[src/rtl/star_spawn_ctrl.sv]
// star_spawn_ctrl: frame-rate controller for the two collectible star slots.
// Tracks the alive and respawn state of each slot, turns v_sync into a frame
// tick, paces respawns through a round-robin arbiter with a frame gap, and
// keeps a saturating score.
module star_spawn_ctrl #(
  parameter int unsigned RESPAWN_FRAMES = 30,
  parameter int unsigned SPAWN_GAP      = 8,
  parameter int unsigned SCORE_W        = 8
) (
  input  logic               clk,
  input  logic               rst,
  input  logic               v_sync,
  input  logic               game_en,
  input  logic               score_clr,
  input  logic               s1_hit,
  input  logic               s2_hit,
  output logic               s1_alive,
  output logic               s2_alive,
  output logic               frame_tick,
  output logic               collect_pulse,
  output logic [SCORE_W-1:0] score
);

  typedef enum logic [1:0] {
    ST_OFF,
    ST_READY,
    ST_ALIVE,
    ST_DEAD
  } slot_state_t;

  localparam logic [7:0] RESPAWN_LOAD = 8'(RESPAWN_FRAMES);
  localparam logic [7:0] GAP_LOAD     = 8'(SPAWN_GAP);

  // v_sync synchronizer and edge detector
  logic vs_meta;
  logic vs_sync;
  logic vs_prev;

  // per-slot state; index 0 is star 1, index 1 is star 2
  slot_state_t state_q [2];
  slot_state_t state_d [2];
  logic [7:0]  cnt_q   [2];
  logic [7:0]  cnt_d   [2];

  // spawn arbiter
  logic [7:0] gap_q;
  logic [7:0] gap_d;
  logic       ptr_q;
  logic       ptr_d;
  logic [1:0] hit;
  logic [1:0] ready;
  logic [1:0] grant;
  logic [1:0] hit_valid;

  // score path
  logic [1:0]         hit_cnt;
  logic [SCORE_W:0]   score_base;
  logic [SCORE_W:0]   score_sum;
  logic [SCORE_W-1:0] score_d;

  // Synchronize v_sync and register a one-cycle pulse on its rising edge.
  always_ff @(posedge clk) begin
    if (rst) begin
      vs_meta    <= 1'b0;
      vs_sync    <= 1'b0;
      vs_prev    <= 1'b0;
      frame_tick <= 1'b0;
    end else begin
      vs_meta    <= v_sync;
      vs_sync    <= vs_meta;
      vs_prev    <= vs_sync;
      frame_tick <= vs_sync & ~vs_prev;
    end
  end

  // Qualify hits, pick at most one READY slot per frame and advance the gap counter.
  always_comb begin
    hit       = {s2_hit, s1_hit};
    ready     = '0;
    hit_valid = '0;
    grant     = '0;
    ptr_d     = ptr_q;
    gap_d     = gap_q;
    for (int unsigned i = 0; i < 2; i++) begin
      ready[i]     = (state_q[i] == ST_READY);
      hit_valid[i] = game_en && (state_q[i] == ST_ALIVE) && hit[i];
    end
    if (game_en && frame_tick && (gap_q == '0)) begin
      if (&ready) begin
        grant[ptr_q] = 1'b1;
        ptr_d        = ~ptr_q;
      end else begin
        grant = ready;
      end
    end
    if (!game_en) begin
      gap_d = '0;
    end else if (|grant) begin
      gap_d = GAP_LOAD;
    end else if (frame_tick && (gap_q != '0)) begin
      gap_d = gap_q - 8'd1;
    end
  end

  // Per-slot next state: disable wins, then hit, countdown and grant handling.
  always_comb begin
    for (int unsigned i = 0; i < 2; i++) begin
      state_d[i] = state_q[i];
      cnt_d[i]   = cnt_q[i];
      if (!game_en) begin
        state_d[i] = ST_OFF;
        cnt_d[i]   = '0;
      end else begin
        unique case (state_q[i])
          ST_OFF: begin
            state_d[i] = ST_READY;
          end
          ST_READY: begin
            if (grant[i]) begin
              state_d[i] = ST_ALIVE;
            end
          end
          ST_ALIVE: begin
            if (hit[i]) begin
              state_d[i] = ST_DEAD;
              cnt_d[i]   = RESPAWN_LOAD;
            end
          end
          ST_DEAD: begin
            if (frame_tick) begin
              if (cnt_q[i] == 8'd1) begin
                state_d[i] = ST_READY;
                cnt_d[i]   = '0;
              end else begin
                cnt_d[i] = cnt_q[i] - 8'd1;
              end
            end
          end
          default: begin
            state_d[i] = ST_OFF;
            cnt_d[i]   = '0;
          end
        endcase
      end
    end
  end

  // Saturating score; a clear only drops the old value, same-cycle hits still count.
  always_comb begin
    hit_cnt    = {1'b0, hit_valid[0]} + {1'b0, hit_valid[1]};
    score_base = score_clr ? '0 : {1'b0, score};
    score_sum  = score_base + (SCORE_W + 1)'(hit_cnt);
    score_d    = score_sum[SCORE_W] ? '1 : score_sum[SCORE_W-1:0];
  end

  // State, countdown, arbiter and score registers.
  always_ff @(posedge clk) begin
    if (rst) begin
      for (int unsigned i = 0; i < 2; i++) begin
        state_q[i] <= ST_OFF;
        cnt_q[i]   <= '0;
      end
      gap_q         <= '0;
      ptr_q         <= 1'b0;
      score         <= '0;
      collect_pulse <= 1'b0;
    end else begin
      for (int unsigned i = 0; i < 2; i++) begin
        state_q[i] <= state_d[i];
        cnt_q[i]   <= cnt_d[i];
      end
      gap_q         <= gap_d;
      ptr_q         <= ptr_d;
      score         <= score_d;
      collect_pulse <= |hit_valid;
    end
  end

  // Alive flags decode straight from the state registers.
  always_comb begin
    s1_alive = (state_q[0] == ST_ALIVE);
    s2_alive = (state_q[1] == ST_ALIVE);
  end

endmodule

[config.mk]
export PLATFORM = sky130hd
export DESIGN_NAME = star_spawn_ctrl
export DESIGN_NICKNAME = d
export VERILOG_FILES = /design/src/rtl/star_spawn_ctrl.sv
export SDC_FILE = /design/constraint.sdc
export NUM_CORES = 1
export LEC_CHECK = 0
export BUFFER_PORTS_ARGS = -buffer_cell sky130_fd_sc_hd__buf_2
export CAP_MARGIN = 10
export CORE_MARGIN = 5
export CORE_UTILIZATION = 45
export DETAILED_ROUTE_END_ITERATION = 6
export GPL_ROUTABILITY_DRIVEN = 0
export GPL_TIMING_DRIVEN = 0
export PLACE_DENSITY = 0.67
export SETUP_SLACK_MARGIN = 0.4
export SLEW_MARGIN = 30
export SYNTH_ARGS = -nofsm -noshare
export SYNTH_HDL_FRONTEND = slang
export SYNTH_SLANG_ARGS = --single-unit
[constraint.sdc]
create_clock -name clk -period 3.15 [get_ports clk]
set_input_delay 0.1575 -clock clk [delete_from_list [all_inputs] [get_ports clk]]
set_output_delay 0.1575 -clock clk [all_outputs]
set_load 0.005 [all_outputs]
==> flow_summary.yaml <==
critical_path:
  timing.critical_path.fanout_max: 6
  cpLargestDelayFamily: "adder cells"
  setup.worst_path.start: "state_q[0][0]"
  cp.arrival_ns: 2.57
  path_buf_inv: 1
  timing.critical_path.cells: "inv_1, ha_1, and3_1, fa_1, nand3_1, nor3_2, and4b_1, a2111oi_0"
  crit_type: "reg -> reg"
  cp-end-kind: "flip-flop"
  r2r_start: "state_q[0][0]"
  cpMaxStageDelayCell: "fa_1"
  slowest_delay_ns: 0.50
  worst_setup_path_start_kind: "flip-flop"
  cp.required_ns: 3.32
placed_design:
  place.detailed.hpwl_microns: 3540
  placed_cell_count: 359
  detailedPlace.worstSlack_ns: 0.640
  post_dp_cell_area_sq_um: 2500
  port_buffers: 17
die:
  start_util_pct: 46.0
  floorplan.io_pins: 19
  floorplan.die_area_sq_um: 6720
  core_box_area_sq_um: 5070
  die_height_microns: 82.0
  placementRows: 26
  die_w_microns: 82.0
clock_tree:
  clk_latency_ns: 0.29
  setup_bufs_post_cts: 0
  tritoncts.num_buffers: 5
  clk_slew_on_worst_s_h_paths_ns: 0.08
  cts_tree: "done"
  cts.root.buffer_cell: "clkbuf_8"
  tritoncts_num_sinks: 42
  h-tree-depth: 2
  clk_path_buf_depth: 2
layout:
  finalNonFillerCells: 366
  antennaDiodeCount: 0
  area_overhead_of_the_layout_relative_to_synthesis_pct: 11.3
  layout.cell_area.non_filler_sq_um: 2590
  finalNetCount: 318
  post_route_cells_drive_above_1_share_pct: 12.5
global_route:
  grt_start_max_net_pins: 13
  global_route.overflow_total: 0
  grt_first_pass_wirelength_microns: 8250
  grt_antenna_before_repair: 0
  grt_util_all_layers_pct: 15.7
  first_global_vias: 1835
timing:
  fin_tns_setup_ns: 0
  final-hold-violation-count: 0
  final-setup-viol-count: 0
  final.setup_skew_ns: 0.00710
  unrepaired_setup_endpoints_after_global_routing: "false"
  worst_slack_ns: 0.746
  final.min_clock_period_ns: 2.40
  timing.slew.headroom_pct: 55.0
  layout_worst_path_cycle_share_pct: 76.3
  max_fclk_ghz: 0.416
  tightestPinTransition_ns: 0.669
  report.final.slew_viol_count: 0
detailed_routing:
  postRouteWirelength_microns: 4900
  post_drt_via_cell_ratio: 5.58
  drt_first_pass_iters: 4
  drc_errors_left: 0
  via_count: 2042
  ant_nets: 0
  drt_iter0_markers: 108
  avgRoutedWirePerCell_microns: 13.4
min_path:
  timing.hold.worst.start: "rst"
  hold_class: "in -> reg"
synthesis:
  synth_top_area_cell: "dfxtp_1"
  synth-seq-area-share_pct: 36.1
  synth.ff_latch_count: 42
  post-synth-top-area-fraction_pct: 36.1
  syn_area_sq_um: 2330
  post_synth_edffs: 0
  yosysWarningCount: 0
  netlist-cell-type-count: 46
  syn_inst: 272
  synth.net_count: 294
  async_set_or_reset_register_ratio_after_synthesis_pct: 0
  synthesis.area_per_instance_sq_um: 8.57
  synth_area_leaders: "dfxtp_1 36%, ha_1 7.5%, a21oi_1 6.4%"
  yosys_most_used_dff: "dfxtp_1"
pwr:
  cellPowerDensity_nw_per_um2: 382
  leakage_nw: 0.894
  vdd_ir_drop_max_v: 0.000256
  totalPowerFinal_uw: 990
flow_run:
  drv_cap: 0
outcome:
  run_status: "finished clean"
[path summary, 6_finish.rpt]
kind           endpoint  slack (ns)  cells after the start
max            score[6]        0.75                      8
min             vs_sync        0.08                      2
min reg2reg  frame_tick        0.38                      1
max reg2reg    score[6]        0.75                      8
[logic make-up after synthesis]
logic type	count (synthesis)	share of synthesized area, %
simple gates	106	25.2
compound gates	75	22.1
buf+inv	23	4.18
mux	1	0.429
flops	42	36.1
xor+xnor	10	3.76
fa+ha+maj	15	8.37
[through the flow]
stage,utilization [%],hold WS (ns)
floorplan,-,0.229
global placement,49.4,0.371
detailed placement,49.4,0.372
CTS,50.9,0.0650
global route,51.1,0.0796
finish,51.1,0.0760
[metal layers]
metal / global-route usage, % / part of all wire (%) / vias to the layer above
li1: - / - / 1037
met1: 20.9 / 49 / 954
met2: 24.3 / 44 / 45
met3: 3.40 / 5.5 / 6
met4: 6.64 / 1.3 / 0
met5: 0 / 0 / -
[layout make-up]
| cell class | instances | area [sq um] |
|---|---|---|
| plain buffers | 7 | 37.5 |
| clock buffers | 5 | 68.8 |
| clock inverters | 2 | 10.0 |
| fillers | 527 | 2480 |
| inverters | 16 | 60.1 |
| multi-input cells | 207 | 1410 |
| flip-flops and latches | 42 | 841 |
| well taps | 70 | 87.6 |
| repair buffers | 17 | 85.1 |
[synthesized netlist by cell type (2+ instances only)]
cell type / n
nor2b_1: 12
xnor2_1: 6
a31o_2: 2
nor3b_1: 2
o2111ai_1: 2
a211oi_1: 6
o41ai_4: 2
nand4_1: 6
nand2_1: 17
nand2b_1: 9
xor2_1: 4
o21ai_0: 11
o211ai_1: 4
and3_1: 4
a31oi_1: 6
nor4_1: 2
a2111oi_0: 2
clkbuf_1: 5
o211a_1: 2
inv_1: 16
ha_1: 14
a21oi_1: 30
dfxtp_1: 42
nand3_1: 7
or3_1: 4
nor2_1: 18
a311oi_1: 3
or4_1: 3
nor3_1: 14
[sequential cells by signal, indices dropped and copies added, names as in the netlist]
register,flops
collect_pulse,1
gap_q,8
cnt_q,16
vs_prev,1
vs_meta,1
state_q,4
vs_sync,1
frame_tick,1
ptr_q,1
score,8
[report_power, final]
part           switching [mW]  internal, mW
registers              0.0115         0.541
clock network           0.182         0.149
logic                  0.0629        0.0435
[cells in the final DEF, fill, tap and decap left out, types with 2 or more instances in the layout]
cell and count:
dfxtp_1 42, a21oi_1 30, nor2_1 18, nand2_1 17, buf_2 17, inv_1 16, ha_1 14, nor3_1 13
nor2b_1 12, o21ai_0 11, nand2b_1 9, nand3_1 7, nand4_1 6, a211oi_1 6, a31oi_1 6, xnor2_1 6
clkbuf_1 5, clkbuf_8 5, and3_1 4, or3_1 4, o211ai_1 4, xor2_1 4, a311oi_1 3, or4_1 3
o211a_1 2, nor3b_1 2, a2111oi_0 2, o2111ai_1 2, o41ai_4 2, a31o_2 2, clkinv_2 2
[what timing repair did]
action,4_1_cts,5_1_grt
gates resized for setup,0,1
setup endpoints to repair,0,1
hold buffers,0,0
Power figures use the tool's default switching activity.
